**config.mk**
```make
export PLATFORM = sky130hd
export DESIGN_NAME = cache_fill_controller
export DESIGN_NICKNAME = d
export VERILOG_FILES = /design/src/rtl/cache_pkg.sv /design/src/rtl/cache_lru_table.sv /design/src/rtl/cache_fill_controller.sv
export SDC_FILE = /design/constraint.sdc
export NUM_CORES = 1
export LEC_CHECK = 0
export BUFFER_PORTS_ARGS = -buffer_cell sky130_fd_sc_hd__buf_2
export CORE_AREA = 5 5 206 208
export DETAILED_ROUTE_END_ITERATION = 8
export DIE_AREA = 0 0 211 213
export PLACE_DENSITY = 0.55
export SLEW_MARGIN = 20
export SYNTH_ARGS = -nofsm -noshare
export SYNTH_HDL_FRONTEND = slang
export SYNTH_SLANG_ARGS = --single-unit
```
**constraint.sdc**
```tcl
create_clock -name clk -period 2.6 [get_ports clk]
set_input_delay 0.52 -clock clk [delete_from_list [all_inputs] [get_ports clk]]
set_output_delay 0.52 -clock clk [all_outputs]
set_load 0.02 [all_outputs]
```
**src/rtl/cache_pkg.sv**
```systemverilog
// Shared types and constants for the MEM-stage 2-way data cache.
// Latency: n/a (declarations only).
// Backpressure: n/a.
//
// Address layout: offset [2:0], index [8:3], tag [18:9].
package cache_pkg;

    localparam int TAG_W   = 10;
    localparam int IDX_W   = 6;
    localparam int OFF_W   = 3;

    localparam int OFF_LSB = 0;
    localparam int IDX_LSB = OFF_LSB + OFF_W;
    localparam int TAG_LSB = IDX_LSB + IDX_W;

    // Bit of the byte offset that selects the upper 32-bit half of a line.
    localparam int HALF_BIT = 2;

    typedef enum logic [1:0] {
        IDLE    = 2'd0,
        RD_MISS = 2'd1,
        FILL    = 2'd2,
        WR      = 2'd3
    } state_t;

    // Replace one 32-bit half of a 64-bit line.
    function automatic logic [63:0] merge_word(input logic [63:0] line,
                                               input logic [31:0] word,
                                               input logic        upper);
        logic [63:0] res;
        res = line;
        if (upper) res[63:32] = word;
        else       res[31:0]  = word;
        return res;
    endfunction

endpackage

```
**src/rtl/cache_lru_table.sv**
```systemverilog
// Per-set LRU bit store: lru[i] names the next way to replace in set i.
// Latency: combinational read, update visible the cycle after upd_en.
// Backpressure: none; one update per cycle, synchronous clear on rst.
//
// Ports: clk/rst; rd_index -> rd_way (read port);
//        upd_en/upd_index/upd_way (way just used; stored value is its complement).
module cache_lru_table
    import cache_pkg::*;
#(
    parameter int SETS = 64
) (
    input  logic             clk,
    input  logic             rst,
    input  logic [IDX_W-1:0] rd_index,
    output logic             rd_way,
    input  logic             upd_en,
    input  logic [IDX_W-1:0] upd_index,
    input  logic             upd_way
);

    logic [SETS-1:0] lru_q;

    always_ff @(posedge clk) begin
        if (rst) begin
            lru_q <= '0;
        end else if (upd_en) begin
            // The way just touched becomes most recent, so the other is next victim.
            lru_q[upd_index] <= ~upd_way;
        end
    end

    assign rd_way = lru_q[rd_index];

endmodule

```
**src/rtl/cache_fill_controller.sv**
```systemverilog
// Fill/write side of the 2-way data cache: miss fills, write-through, LRU, pipeline freeze.
// Latency: read hit 0 cycles; read miss SRAM latency + FILL cycle; write completes on sram_ready.
// Backpressure: ready=0 freezes the pipeline while an SRAM transaction is outstanding.
//
// Ports: clk, rst (sync, active high); pipeline side rd_en/wr_en/addr/wr_data, ready, rd_data;
//        lookup side hit/hit_way0/hit_way1/valid_way0/valid_way1/hit_data;
//        SRAM side sram_req/sram_we/sram_addr/sram_wdata/sram_ready/sram_rdata;
//        array side fill_en/fill_way/fill_index/fill_tag/fill_data/inval_en/inval_way.
// Option CACHE_WRITE_UPDATE_EN: write hits update the line in place (needs hit_line input)
//        instead of invalidating it.
module cache_fill_controller
    import cache_pkg::*;
#(
    parameter int SETS  = 64,
    parameter int TAG_W = 10
) (
    input  logic             clk,
    input  logic             rst,
    input  logic             rd_en,
    input  logic             wr_en,
    input  logic [31:0]      addr,
    input  logic [31:0]      wr_data,
    input  logic             hit,
    input  logic             hit_way0,
    input  logic             hit_way1,
    input  logic             valid_way0,
    input  logic             valid_way1,
    input  logic [31:0]      hit_data,
`ifdef CACHE_WRITE_UPDATE_EN
    input  logic [63:0]      hit_line,
`endif
    output logic [31:0]      rd_data,
    output logic             ready,
    output logic             sram_req,
    output logic             sram_we,
    output logic [31:0]      sram_addr,
    output logic [31:0]      sram_wdata,
    input  logic             sram_ready,
    input  logic [63:0]      sram_rdata,
    output logic             fill_en,
    output logic             fill_way,
    output logic [IDX_W-1:0] fill_index,
    output logic [TAG_W-1:0] fill_tag,
    output logic [63:0]      fill_data,
    output logic             inval_en,
    output logic             inval_way
);

    state_t      state_q, state_d;
    logic [31:0] addr_q;
    logic [31:0] wdata_q;
    logic [63:0] line_q;
    logic        way_q;
`ifdef CACHE_WRITE_UPDATE_EN
    logic        hit_q;
    logic [63:0] hit_line_q;
`endif

    logic [IDX_W-1:0] cur_index;
    logic [IDX_W-1:0] q_index;
    logic [TAG_W-1:0] q_tag;
    logic             hit_way_sel;
    logic             lru_way;
    logic             victim;
    logic             lru_upd_en;
    logic             lru_upd_way;

    assign cur_index   = addr[IDX_LSB +: IDX_W];
    assign q_index     = addr_q[IDX_LSB +: IDX_W];
    assign q_tag       = addr_q[TAG_LSB +: TAG_W];
    assign hit_way_sel = hit_way1 & ~hit_way0;

    // Prefer an empty way; only fall back to LRU when the set is full.
    assign victim = !valid_way0 ? 1'b0 :
                    !valid_way1 ? 1'b1 : lru_way;

    cache_lru_table #(.SETS(SETS)) u_lru (
        .clk       (clk),
        .rst       (rst),
        .rd_index  (cur_index),
        .rd_way    (lru_way),
        .upd_en    (lru_upd_en),
        .upd_index (state_q == FILL ? q_index : cur_index),
        .upd_way   (lru_upd_way)
    );

    always_ff @(posedge clk) begin
        if (rst) begin
            state_q <= IDLE;
            addr_q  <= '0;
            wdata_q <= '0;
            line_q  <= '0;
            way_q   <= 1'b0;
`ifdef CACHE_WRITE_UPDATE_EN
            hit_q      <= 1'b0;
            hit_line_q <= '0;
`endif
        end else begin
            state_q <= state_d;
            case (state_q)
                IDLE: begin
                    if (wr_en) begin
                        addr_q  <= addr;
                        wdata_q <= wr_data;
                        way_q   <= hit_way_sel;
`ifdef CACHE_WRITE_UPDATE_EN
                        hit_q      <= hit;
                        hit_line_q <= hit_line;
`endif
                    end else if (rd_en && !hit) begin
                        addr_q <= addr;
                        way_q  <= victim;
                    end
                end
                RD_MISS: begin
                    if (sram_ready) line_q <= sram_rdata;
                end
                default: ;
            endcase
        end
    end

    always_comb begin
        state_d     = state_q;
        ready       = 1'b1;
        rd_data     = '0;
        sram_req    = 1'b0;
        sram_we     = 1'b0;
        sram_addr   = '0;
        sram_wdata  = '0;
        fill_en     = 1'b0;
        fill_way    = 1'b0;
        fill_index  = '0;
        fill_tag    = '0;
        fill_data   = '0;
        inval_en    = 1'b0;
        inval_way   = 1'b0;
        lru_upd_en  = 1'b0;
        lru_upd_way = 1'b0;

        // While rst is high every strobe is held low so an in-flight request drops at once.
        if (!rst) begin
            case (state_q)
                IDLE: begin
                    if (wr_en) begin
                        ready   = 1'b0;
                        state_d = WR;
`ifndef CACHE_WRITE_UPDATE_EN
                        if (hit) begin
                            inval_en   = 1'b1;
                            inval_way  = hit_way_sel;
                            fill_index = cur_index;
                        end
`endif
                    end else if (rd_en) begin
                        if (hit) begin
                            rd_data     = hit_data;
                            lru_upd_en  = 1'b1;
                            lru_upd_way = hit_way_sel;
                        end else begin
                            ready   = 1'b0;
                            state_d = RD_MISS;
                        end
                    end
                end
                RD_MISS: begin
                    ready     = 1'b0;
                    sram_req  = 1'b1;
                    sram_addr = {addr_q[31:OFF_W], {OFF_W{1'b0}}};
                    if (sram_ready) state_d = FILL;
                end
                FILL: begin
                    fill_en     = 1'b1;
                    fill_way    = way_q;
                    fill_index  = q_index;
                    fill_tag    = q_tag;
                    fill_data   = line_q;
                    rd_data     = addr_q[HALF_BIT] ? line_q[63:32] : line_q[31:0];
                    lru_upd_en  = 1'b1;
                    lru_upd_way = way_q;
                    state_d     = IDLE;
                end
                WR: begin
                    ready      = 1'b0;
                    sram_req   = 1'b1;
                    sram_we    = 1'b1;
                    sram_addr  = addr_q;
                    sram_wdata = wdata_q;
                    if (sram_ready) begin
                        ready   = 1'b1;
                        state_d = IDLE;
`ifdef CACHE_WRITE_UPDATE_EN
                        // Write-update keeps the line resident; LRU is left alone.
                        if (hit_q) begin
                            fill_en    = 1'b1;
                            fill_way   = way_q;
                            fill_index = q_index;
                            fill_tag   = q_tag;
                            fill_data  = merge_word(hit_line_q, wdata_q, addr_q[HALF_BIT]);
                        end
`endif
                    end
                end
                default: state_d = IDLE;
            endcase
        end
    end

endmodule

```
==> qor.txt <==
=====================================================================================
GRT Resource Usage Total                                                        16.7%
CP Launch Point                                                          state_q[0]$_SDFFE_PP0P_
Avg Inst Size Synth                                                        7.62 sq um
Outcome                                                                  finished clean
Smallest setup slack after layout                                             67.5 ps
Overall overflow remaining after global route                                       0
Launch instance of the worst register-to-register path                   state_q[1]$_SDFFE_PP0P_
I/O pin count                                                                     353
Most frequent cell after synthesis                                       sky130_fd_sc_hd__nand2_1
Cell types with the highest counts after synthesis                       sky130_fd_sc_hd__nand2_1, sky130_fd_sc_hd__a21oi_1, sky130_fd_sc_hd__dfxtp_1, sky130_fd_sc_hd__and3_1, sky130_fd_sc_hd__clkbuf_1
Vias post-DR                                                                    10679
Deepest level of the CTS H-tree                                                     4
Final-stage net count                                                            1787
Post-route DRC                                                                      0
Die height                                                                213 microns
Gate count after technology mapping                                              1303
Max-slew violation count                                                            0
Initial cell density of the core                                                24.6%
Element type at the critical path end                                    primary output
Post-layout minimum cycle time                                                2530 ps
Sum of negative setup slack                                                      0 ps
Setup crit start kind                                                        register
Hold bufs inserted after CTS                                                        0
Area of the core                                                          40400 sq um
Port-buffer cells                                                                 352
Seq cells post-synth                                                              195
Worst Path Max Fanout                                                               9
Number of vias per cell                                                          4.93
Required @ worst endpoint                                                     2080 ps
Number of DRC markers in iteration 0                                              845
Cell Area, Synth                                                           9930 sq um
Layout cell share with drive strength beyond 1                                  31.0%
Initial antenna violation count                                                     2
Routed wirelength normalized by instance count                           18.3 microns
Final hold violation count                                                          0
HPWL reported at the end of detailed placement                                28.4 mm
Area contributors post-synth                                             sky130_fd_sc_hd__dfxtp_1, sky130_fd_sc_hd__a21oi_1, sky130_fd_sc_hd__nand2_1
Max Clock Skew                                                                14.9 ps
Pre-CTS setup slack                                                            154 ps
Critical path type                                                            reg2out
Chip width                                                                211 microns
Clock Path Buffers                                                                  2
Clock buffer count from CTS                                                        17
Capture instance of the worst register-to-register path                  u_lru.lru_q[29]$_SDFFE_PP0P_
Proportion of power drawn by flip-flops and latches                             43.8%
Portion of synthesized cell area occupied by the leading cell type              39.3%
Synth async-reset ratio                                                            0%
Unrepaired setup endpoints after global routing                                   yes
Count of distinct cell types in the synthesized netlist                            47
Worst-case reg-to-reg path depth                                                    8
Largest area contributor in the netlist                                  sky130_fd_sc_hd__dfxtp_1
Worst-case register-to-register setup slack                                    320 ps
Internal Power                                                              0.00501 W
CP arrival                                                                    2010 ps
Startpoint of the tightest hold check path                               sram_rdata[7]
Final cycle utilization of the critical path                                    97.4%
Wire length after detailed routing                                            39.7 mm
Worst rel slew slack                                                            39.6%
Kind of path behind the tightest hold check                                    in2reg
Remaining antenna violation count                                                   0
Core Rows                                                                          74
Post-synthesis net count                                                         1473
Layout area overhead                                                            33.5%
Number of instances on the worst hold path                                          3
Slew at the pin closest to its max-slew limit                                  907 ps
Count of flip-flops with a built-in enable after synthesis                          0
Vias in the first global route                                                  10274
Sinks on the clock net                                                            195
Finish-stage setup viols                                                            0
Wire length of the first global-routing pass                                  59.1 mm
Worst Hold Path EP                                                       line_q[7]$_SDFFE_PP0P_
Number of violations of the max-capacitance limit                                   0
Most common flop cell mapped by yosys                                    sky130_fd_sc_hd__dfxtp_1
Achievable Freq                                                               395 MHz
Total power after layout                                                    0.00736 W
Sequential share of the synthesized area                                        39.3%
Clock share of power                                                            37.3%
Net Sw Frac                                                                     31.9%
Part of the power in combinational logic                                        18.9%
Final estimated routing congestion in global placement                          0.860
Number of optimization iterations in the first detailed-route pass                  5
Highest ir drop seen on vdd                                                  0.400 mV
CTS tree                                                                         done
Net switching power                                                         0.00235 W
Power density over the cells                                              555 nW/um^2
Largest net degree at the start of global routing                                  83
Leakage power figure                                                          5.76 nW
Clock-pin slew of the registers on the worst-case setup and hold paths          80 ps
Warnings from Yosys                                                                 0
Clock latency of the later-clocked register in the worst-skew pair             450 ps
Floorplan die area                                                        44900 sq um
Root cell of the clock tree                                              sky130_fd_sc_hd__clkbuf_16
=====================================================================================
[critical path, cell delays in order, from the launching register on]
cell                      delay, ps
sky130_fd_sc_hd__dfxtp_4        370
sky130_fd_sc_hd__nor4b_4        270
sky130_fd_sc_hd__buf_4          150
sky130_fd_sc_hd__and2_4         210
sky130_fd_sc_hd__buf_12         160
sky130_fd_sc_hd__a21oi_2         60
sky130_fd_sc_hd__nor2_1         160
sky130_fd_sc_hd__buf_4          170
[power groups by stage]
stage               sequential (W)  combinational, W  clock [W]
global placement           0.00330           0.00131          0
floorplan                  0.00324          0.000813          0
detailed placement         0.00331           0.00132          0
CTS                        0.00323           0.00138    0.00284
global route               0.00325           0.00151    0.00295
finish                     0.00323           0.00139    0.00275
[kinds of logic (layout without fill, tap and decap cells)]
group / Yosys count / after routing / share of synthesized area, %
mux: 58 / 58 / 8.24
compound gates: 320 / 320 / 17.0
buf+inv: 124 / 451 / 5.20
other cells: 0 / 2 / 0
flops: 195 / 195 / 39.3
simple gates: 606 / 606 / 30.3
[area by class of cell]
class | count | area [sq um]
Inverter | 6 | 22.5
Timing Repair Buffer | 413 | 2460
Sequential cell | 195 | 3920
Fill cell | 4354 | 27100
Clock buffer | 18 | 439
Clock inverter | 14 | 160
Antenna cell | 2 | 5.00
Multi-Input combinational cell | 984 | 5590
Tap cell | 532 | 666
[stage by stage]
step | std cells | area, sq um | hold slack [ps] | utilization [%]
4_1_cts | 2162 | 13200 | 275 | 32.7
6_report | 2164 | 13300 | 302 | 32.8
2_1_floorplan | 1303 | 9930 | 432 | -
3_5_place_dp | 2120 | 12400 | 444 | 30.7
3_3_place_gp | 2120 | 12400 | 438 | 30.7
5_1_grt | 2164 | 13300 | 281 | 32.8
[sequential cells by signal, summed over array words and instances (netlist names)]
signal       cells
line_q          64
u_lru.lru_q     64
addr_q          32
wdata_q         32
state_q          2
way_q            1
[cell usage in the layout (no fill, tap or decap), types with 3 or more instances in the layout]
cell and n:
sky130_fd_sc_hd__nor3_2 10, sky130_fd_sc_hd__buf_2 324, sky130_fd_sc_hd__buf_12 11, sky130_fd_sc_hd__inv_6 3
sky130_fd_sc_hd__and2_1 31, sky130_fd_sc_hd__mux4_2 15, sky130_fd_sc_hd__nand3_4 4, sky130_fd_sc_hd__nand3_1 69
sky130_fd_sc_hd__and3_1 110, sky130_fd_sc_hd__nor2_1 80, sky130_fd_sc_hd__a21oi_1 223, sky130_fd_sc_hd__mux2i_4 3
sky130_fd_sc_hd__nor2b_1 5, sky130_fd_sc_hd__a21oi_2 4, sky130_fd_sc_hd__a22oi_1 6, sky130_fd_sc_hd__mux2i_1 36
sky130_fd_sc_hd__a31oi_1 5, sky130_fd_sc_hd__dfxtp_4 3, sky130_fd_sc_hd__buf_4 74, sky130_fd_sc_hd__inv_8 4
sky130_fd_sc_hd__clkinv_4 4, sky130_fd_sc_hd__dfxtp_1 192, sky130_fd_sc_hd__or3_1 8, sky130_fd_sc_hd__inv_1 6
sky130_fd_sc_hd__nand2b_1 5, sky130_fd_sc_hd__nand2_1 262, sky130_fd_sc_hd__nor3_4 6, sky130_fd_sc_hd__clkbuf_16 17
sky130_fd_sc_hd__o21ai_1 64
[worst max-delay path by stage]
stage / to / cells after the start
after floorplan: rd_data[10] / 7
after global placement: rd_data[26] / 8
after detailed placement: rd_data[26] / 8
after CTS: rd_data[8] / 7
after global routing: rd_data[20] / 7
final: rd_data[26] / 7
[what timing repair did]
item,CTS,global route
endpoints found under the setup margin,83,40
buffers inserted,8,1
pin swaps,2,5
gates cloned,2,0
hold endpoints to repair,0,0
gates resized for setup,22,23
[layer usage]
layer,global-route usage (%),up-vias,part of all wire (%)
li1,-,5131,-
met3,3.72,74,6.7
met4,6.35,0,2.7
met2,28.1,386,49
met5,0,-,0
met1,20.9,5088,41
Note: power is estimated with default switching activity, not from simulation.
